**src/rtl/uart_pkg.sv**
```systemverilog
// Shared definitions for the UART byte buffer: FSM state types and default sizing.
package uart_pkg;

  localparam int DATA_WIDTH = 8;
  localparam int DEPTH_LOG2 = 4;

  typedef enum logic {
    RX_IDLE,
    RX_WAIT_LOW
  } rx_state_t;

  typedef enum logic [1:0] {
    TX_IDLE,
    TX_WAIT_BUSY,
    TX_WAIT_IDLE
  } tx_state_t;

endpackage

```
**src/rtl/uart_byte_fifo_if.sv**
```systemverilog
// Handshake bundle between UartRx, the byte FIFO and UartTx, plus status outputs.
interface uart_byte_fifo_if #(
  parameter int DATA_WIDTH = uart_pkg::DATA_WIDTH,
  parameter int DEPTH_LOG2 = uart_pkg::DEPTH_LOG2
);

  logic [DATA_WIDTH-1:0] rx_data_i;
  logic                  rx_ready_i;
  logic                  rx_clear_ready_o;
  logic [DATA_WIDTH-1:0] tx_data_o;
  logic                  tx_write_o;
  logic                  tx_busy_i;
  logic                  clear_overrun_i;
  logic [DEPTH_LOG2:0]   count_o;
  logic                  empty_o;
  logic                  full_o;
  logic                  overrun_o;

  // The FIFO itself is the slave; the surrounding UART logic is the master.
  modport slave (
    input  rx_data_i, rx_ready_i, tx_busy_i, clear_overrun_i,
    output rx_clear_ready_o, tx_data_o, tx_write_o, count_o, empty_o, full_o, overrun_o
  );

  modport master (
    output rx_data_i, rx_ready_i, tx_busy_i, clear_overrun_i,
    input  rx_clear_ready_o, tx_data_o, tx_write_o, count_o, empty_o, full_o, overrun_o
  );

endinterface

```
**src/rtl/uart_fifo_mem.sv**
```systemverilog
// Dual-port storage array: synchronous write, combinational read, no reset.
module uart_fifo_mem #(
  parameter int DATA_WIDTH = uart_pkg::DATA_WIDTH,
  parameter int DEPTH_LOG2 = uart_pkg::DEPTH_LOG2
) (
  input  logic                  clock,
  input  logic                  write_en,
  input  logic [DEPTH_LOG2-1:0] write_addr,
  input  logic [DATA_WIDTH-1:0] write_data,
  input  logic [DEPTH_LOG2-1:0] read_addr,
  output logic [DATA_WIDTH-1:0] read_data
);

  logic [DATA_WIDTH-1:0] mem [2**DEPTH_LOG2];

  always_ff @(posedge clock) begin
    if (write_en) mem[write_addr] <= write_data;
  end

  assign read_data = mem[read_addr];

endmodule

```
**src/rtl/uart_byte_fifo.sv**
```systemverilog
// Elastic byte buffer between UartRx and UartTx with fill level and sticky overrun.
module uart_byte_fifo #(
  parameter int DATA_WIDTH   = uart_pkg::DATA_WIDTH,
  parameter int DEPTH_LOG2   = uart_pkg::DEPTH_LOG2,
  parameter int BUSY_TIMEOUT = 4
) (
  input logic           clock_i,
  input logic           reset_i,
  uart_byte_fifo_if.slave bus
);
  import uart_pkg::*;

  localparam int DEPTH   = 2**DEPTH_LOG2;
  localparam int TIMER_W = (BUSY_TIMEOUT > 1) ? $clog2(BUSY_TIMEOUT) : 1;
  localparam logic [DEPTH_LOG2-1:0] PTR_ONE      = 1;
  localparam logic [DEPTH_LOG2:0]   CNT_ONE      = 1;
  localparam logic [DEPTH_LOG2:0]   CNT_FULL     = (DEPTH_LOG2+1)'(DEPTH);
  localparam logic [TIMER_W-1:0]    TIMER_ONE    = 1;
  localparam logic [TIMER_W-1:0]    TIMEOUT_LAST = TIMER_W'(BUSY_TIMEOUT - 1);

  rx_state_t             rx_state;
  tx_state_t             tx_state;
  logic [DEPTH_LOG2-1:0] wr_ptr;
  logic [DEPTH_LOG2-1:0] rd_ptr;
  logic [DEPTH_LOG2:0]   count;
  logic [TIMER_W-1:0]    timer;
  logic [DATA_WIDTH-1:0] head;
  logic [DATA_WIDTH-1:0] tx_data;
  logic                  tx_write;
  logic                  clear_ready;
  logic                  overrun;
  logic                  empty;
  logic                  full;
  logic                  rx_take;
  logic                  pop;
  logic                  push;
  logic                  drop;

  assign empty   = (count == '0);
  assign full    = (count == CNT_FULL);
  assign rx_take = (rx_state == RX_IDLE) && bus.rx_ready_i;
  assign pop     = (tx_state == TX_IDLE) && !empty && !bus.tx_busy_i;
  // A pop in the same cycle frees a slot, so a full FIFO still accepts the push.
  assign push    = rx_take && (!full || pop);
  assign drop    = rx_take && !push;

  uart_fifo_mem #(.DATA_WIDTH(DATA_WIDTH), .DEPTH_LOG2(DEPTH_LOG2)) mem_inst (
    .clock      (clock_i),
    .write_en   (push),
    .write_addr (wr_ptr),
    .write_data (bus.rx_data_i),
    .read_addr  (rd_ptr),
    .read_data  (head)
  );

  always_ff @(posedge clock_i or negedge reset_i) begin
    if (!reset_i) begin
      wr_ptr  <= '0;
      rd_ptr  <= '0;
      count   <= '0;
      overrun <= 1'b0;
    end else begin
      if (push) wr_ptr <= wr_ptr + PTR_ONE;
      if (pop)  rd_ptr <= rd_ptr + PTR_ONE;
      case ({push, pop})
        2'b10:   count <= count + CNT_ONE;
        2'b01:   count <= count - CNT_ONE;
        default: count <= count;
      endcase
      if (drop) overrun <= 1'b1;
      else if (bus.clear_overrun_i) overrun <= 1'b0;
    end
  end

  // One push per ready episode: wait for ready to fall before accepting again.
  always_ff @(posedge clock_i or negedge reset_i) begin
    if (!reset_i) begin
      rx_state    <= RX_IDLE;
      clear_ready <= 1'b0;
    end else begin
      clear_ready <= rx_take;
      case (rx_state)
        RX_IDLE:     if (bus.rx_ready_i) rx_state <= RX_WAIT_LOW;
        RX_WAIT_LOW: if (!bus.rx_ready_i) rx_state <= RX_IDLE;
        default:     rx_state <= RX_IDLE;
      endcase
    end
  end

  always_ff @(posedge clock_i or negedge reset_i) begin
    if (!reset_i) begin
      tx_state <= TX_IDLE;
      tx_write <= 1'b0;
      tx_data  <= '0;
      timer    <= '0;
    end else begin
      tx_write <= pop;
      if (pop) tx_data <= head;
      case (tx_state)
        TX_IDLE: begin
          if (pop) begin
            tx_state <= TX_WAIT_BUSY;
            timer    <= '0;
          end
        end
        // A transmitter that never raises busy is assumed to have taken the byte.
        TX_WAIT_BUSY: begin
          if (bus.tx_busy_i) tx_state <= TX_WAIT_IDLE;
          else if (timer == TIMEOUT_LAST) tx_state <= TX_IDLE;
          else timer <= timer + TIMER_ONE;
        end
        TX_WAIT_IDLE: if (!bus.tx_busy_i) tx_state <= TX_IDLE;
        default:      tx_state <= TX_IDLE;
      endcase
    end
  end

  assign bus.rx_clear_ready_o = clear_ready;
  assign bus.tx_data_o        = tx_data;
  assign bus.tx_write_o       = tx_write;
  assign bus.count_o          = count;
  assign bus.empty_o          = empty;
  assign bus.full_o           = full;
  assign bus.overrun_o        = overrun;

endmodule
```
**src/flat_wrapper.sv**
```systemverilog
// flat-port wrapper written by rule: the top's interface ports become plain ports
module uart_byte_fifo_flat import uart_pkg::*;
#(
  parameter int DATA_WIDTH   = uart_pkg::DATA_WIDTH,
  parameter int DEPTH_LOG2   = uart_pkg::DEPTH_LOG2,
  parameter int BUSY_TIMEOUT = 4
)
  (clock_i, reset_i, bus_rx_data_i, bus_rx_ready_i, bus_tx_busy_i, bus_clear_overrun_i, bus_rx_clear_ready_o, bus_tx_data_o, bus_tx_write_o, bus_count_o, bus_empty_o, bus_full_o, bus_overrun_o);
  uart_byte_fifo_if #(.DATA_WIDTH(DATA_WIDTH), .DEPTH_LOG2(DEPTH_LOG2)) bus_i ();
  input logic clock_i;
  input logic reset_i;
  input wire logic [$bits(bus_i.rx_data_i)-1:0] bus_rx_data_i;
  input wire logic [$bits(bus_i.rx_ready_i)-1:0] bus_rx_ready_i;
  input wire logic [$bits(bus_i.tx_busy_i)-1:0] bus_tx_busy_i;
  input wire logic [$bits(bus_i.clear_overrun_i)-1:0] bus_clear_overrun_i;
  output wire logic [$bits(bus_i.rx_clear_ready_o)-1:0] bus_rx_clear_ready_o;
  output wire logic [$bits(bus_i.tx_data_o)-1:0] bus_tx_data_o;
  output wire logic [$bits(bus_i.tx_write_o)-1:0] bus_tx_write_o;
  output wire logic [$bits(bus_i.count_o)-1:0] bus_count_o;
  output wire logic [$bits(bus_i.empty_o)-1:0] bus_empty_o;
  output wire logic [$bits(bus_i.full_o)-1:0] bus_full_o;
  output wire logic [$bits(bus_i.overrun_o)-1:0] bus_overrun_o;
  assign bus_i.rx_data_i = bus_rx_data_i;
  assign bus_i.rx_ready_i = bus_rx_ready_i;
  assign bus_i.tx_busy_i = bus_tx_busy_i;
  assign bus_i.clear_overrun_i = bus_clear_overrun_i;
  assign bus_rx_clear_ready_o = bus_i.rx_clear_ready_o;
  assign bus_tx_data_o = bus_i.tx_data_o;
  assign bus_tx_write_o = bus_i.tx_write_o;
  assign bus_count_o = bus_i.count_o;
  assign bus_empty_o = bus_i.empty_o;
  assign bus_full_o = bus_i.full_o;
  assign bus_overrun_o = bus_i.overrun_o;
  uart_byte_fifo #(.DATA_WIDTH(DATA_WIDTH), .DEPTH_LOG2(DEPTH_LOG2), .BUSY_TIMEOUT(BUSY_TIMEOUT)) u_core (.clock_i(clock_i), .reset_i(reset_i), .bus(bus_i));
endmodule
```
**config.mk**
```make
export PLATFORM = sky130hd
export DESIGN_NAME = uart_byte_fifo_flat
export DESIGN_NICKNAME = d
export VERILOG_FILES = /design/src/rtl/uart_pkg.sv /design/src/rtl/uart_byte_fifo_if.sv /design/src/rtl/uart_fifo_mem.sv /design/src/rtl/uart_byte_fifo.sv /design/src/flat_wrapper.sv
export SDC_FILE = /design/constraint.sdc
export NUM_CORES = 1
export LEC_CHECK = 0
export ABC_AREA = 1
export BUFFER_PORTS_ARGS = -buffer_cell sky130_fd_sc_hd__clkbuf_2
export CAP_MARGIN = 20
export CORE_MARGIN = 2
export CORE_UTILIZATION = 50
export CTS_BUF_LIST = sky130_fd_sc_hd__clkbuf_16
export DETAILED_ROUTE_END_ITERATION = 16
export GPL_ROUTABILITY_DRIVEN = 0
export PLACE_DENSITY = 0.67
export SYNTH_ARGS = -nofsm -noshare
export SYNTH_HDL_FRONTEND = slang
export SYNTH_SLANG_ARGS = --single-unit
```
**constraint.sdc**
```tcl
create_clock -name clock_i -period 6 [get_ports clock_i]
set_clock_uncertainty 0.1 [all_clocks]
set_input_delay 0.9 -clock clock_i [delete_from_list [all_inputs] [get_ports clock_i]]
set_output_delay 0.9 -clock clock_i [all_outputs]
set_load 0.05 [all_outputs]
```
==> results.toml <==
[clock_tree]
worst_skew_pair.late_latency_ns = 0.42
cts_buffer_depth = 2
cts_resized = 0
cts_tree = "done"
cts_buffers = 17
cts_setup_buffers = 0
root_buffer = "clkbuf_16"
path_clk_slew_ns = 0.06
cts_hold_buffers = 0
cts_max_level = 4
cts.sinks = 157

[critical_path]
cp_data_arrival_time_ns = 3.26
crit_start = "u_core.bus.count_o[2]"
crit_path_start_kind = "flop"
crit_buf_inv = 2
reg2reg_from = "u_core.bus.count_o[2]"
crit_slowest_cell = "dfrtp_1"
worst_path_largest_cell_delay_ns = 0.46
worstPathMaxFanout = 20
cp_data_required_time_ns = 6.21
cp_cell_sequence = "nor2_4 -> nand4_2 -> nand2_4 -> nand2_4 -> nand2_2 -> ha_1 -> inv_1 -> fa_1 -> inv_1 -> nand2_1 -> nand2_1 -> a21oi_1 -> xor2_1 -> nand2_1 -> nand2_1"
cpMostUsedCell = "nand2_1"
path_delay_family = "simple AND/OR/NAND/NOR gates"
r2r_cells = 15
setup.worst_path.end_class = "flop"
worstSetupPathDepth = 15
critPathKind = "flop to flop"

[run_status]
status = "complete, no violations"

[synthesis]
yosysTopAreaCell = "edfxtp_1"
synth_warnings = 0
synthDistinctLibCells = 34
netlist_instances = 692
synth_top_area_frac = 0.543
yosys-top-cells-area = "edfxtp_1, nand2_1, dfrtp_1, nand3_1, inv_1"
synth_area_per_cell_um2 = 10.2
synth_area_um2 = 7080
synth_seq_cells = 157
synth.yosys.seq_area_share = 0.646
synth_nets = 716

[sta]
rsz0062_at_grt = "no"
period_needed_ns = 3.05
worst_slack_ns = 2.95
setup_viol = 0
clock.fmax_ghz = 0.328
final.setup.tns_ns = 0
slew_headroom = 0.259
slew_viol_final = 0
timing.final.crit_share = 0.508
max_slew.worst_pin.slew_ns = 1.10
hold_viol = 0

[die]
coreArea_um2 = 13800
initial_core_util = 0.512
die_h_um = 123
pin_count = 31
die_width_um = 123
dieArea_um2 = 15100
row_count = 43

[route]
drt_iter0_drc = 411
viasPerCell = 5.25
drc = 0
drt_wl_total_um = 15500
ant_nets = 0
wl_per_cell_um = 17.0
drtPass1Iterations = 5
via_count = 4773

[finish]
fillers = 1162
final_common_cell = "nand2_1"
antenna_cells = 0
layout-drive-gt1-share = 0.114
regArea_um2 = 4570
areaGrowthSynthToFinish_pct = 11.1
layout_common_cells = "nand2_1, edfxtp_1, inv_1, nand3_1, clkbuf_2"
post-route-util = 0.569
multi_input_area_um2 = 1840
fin_nets = 742

[global_routing]
overflow = 0
antenna_found_initial = 0
grtUsageTotal = 0.218
grt_max_degree = 68
grt_pass1_vias = 4467
grt_pass1_wl_um = 24000

[hold_path]
hp-class = "flop to flop"
hold_path_startpoint = "u_core.rx_state"
whs_path_depth = 1

[power]
power_mw = 3.77
powerDensity_nw_per_um2 = 480
leakage_nw = 3.51
vdd_drop_max_uv = 260

[job]
cap_viol_max_count = 0

[placed_design]
dp_slack_ns = 2.64
numPortBuffers = 30
dp_hpwl_um = 9910
-- cell families after synthesis --
group | Yosys count | share of synthesized area
xor+xnor | 8 | 0.0110
simple gates | 351 | 0.219
buf+inv | 153 | 0.0937
compound gates | 12 | 0.0101
flops | 157 | 0.646
fa+ha+maj | 11 | 0.0205
-- worst register-to-register path, delay by kind of cell, from the launching register on --
| kind | cells | cell delay, ns |
|---|---|---|
| simple gates | 9 | 1.22 |
| fa+ha+maj | 2 | 0.78 |
| flops | 1 | 0.46 |
| buf+inv | 2 | 0.17 |
| xor+xnor | 1 | 0.15 |
| compound gates | 1 | 0.07 |
-- area by class of cell --
cell class / instances / area share
flip-flops and latches: 157 / 0.581
multi-input cells: 382 / 0.235
repair buffers: 36 / 0.0286
inverters: 124 / 0.0592
clock inverters: 14 / 0.0135
well taps: 180 / 0.0286
clock buffers: 17 / 0.0541
-- cells in the mapped netlist --
cell,n
nand4_1,1
nor2_4,2
nand3_2,1
o21ai_0,4
dfrtp_1,29
nor2_1,8
xor2_1,5
inv_2,3
nor3_1,10
a21oi_1,3
nor3_2,4
o21bai_1,1
nand4_2,1
clkinv_1,1
nand2_1,215
a21oi_2,1
buf_2,14
ha_1,10
nor2_2,1
a31oi_1,1
fa_1,1
edfxtp_1,128
o21ai_2,1
nand3_1,104
buf_6,6
inv_1,120
xnor2_1,2
nor3_4,1
clkbuf_1,2
nand2_4,2
xor2_2,1
nand2_2,1
buf_4,7
o21ai_1,1
-- sequential cells by signal, summed over array words and instances, names as in the netlist --
name	flops
u_core.bus.tx_write_o	1
u_core.bus.count_o	5
u_core.rd_ptr	4
u_core.bus.rx_clear_ready_o	1
u_core.timer	2
u_core.bus.overrun_o	1
u_core.bus.tx_data_o	8
u_core.rx_state	1
u_core.wr_ptr	4
u_core.tx_state	2
u_core.mem_inst.mem	128
-- routing by layer --
metal  routed length (µm)  GRT usage  vias to the layer above
li1                     -          -                     2271
met1                 6850      0.308                     2284
met2                 7140      0.327                      190
met3                 1070     0.0489                       28
met4                  398     0.0916                        0
met5                    0          0                        -
-- power breakdown --
group,switching [mW],internal (mW)
clock,0.410,0.559
combinational,0.989,0.391
sequential,0.112,1.31
total,1.51,2.26
-- through the flow --
| stage | hold slack [ns] | cell area, µm² | instances |
|---|---|---|---|
| after floorplan | 0.331 | 7080 | 692 |
| after global placement | 0.365 | 7270 | 875 |
| after detailed placement | 0.369 | 7270 | 875 |
| after CTS | 0.377 | 7800 | 906 |
| after global routing | 0.394 | 7860 | 910 |
| final | 0.375 | 7860 | 910 |
-- path summary, 6_finish.rpt --
path / endpoint / slack, ns
max in group asynchronous: u_core.rd_ptr[0] / 4.85
max: u_core.bus.count_o[4] / 2.95
min reg2reg: u_core.bus.rx_clear_ready_o / 0.37
min in group asynchronous: u_core.timer[1] / 0.43
min: u_core.bus.rx_clear_ready_o / 0.37
max reg2reg: u_core.bus.count_o[4] / 2.95
No activity file was read; power rests on OpenSTA's default activity.
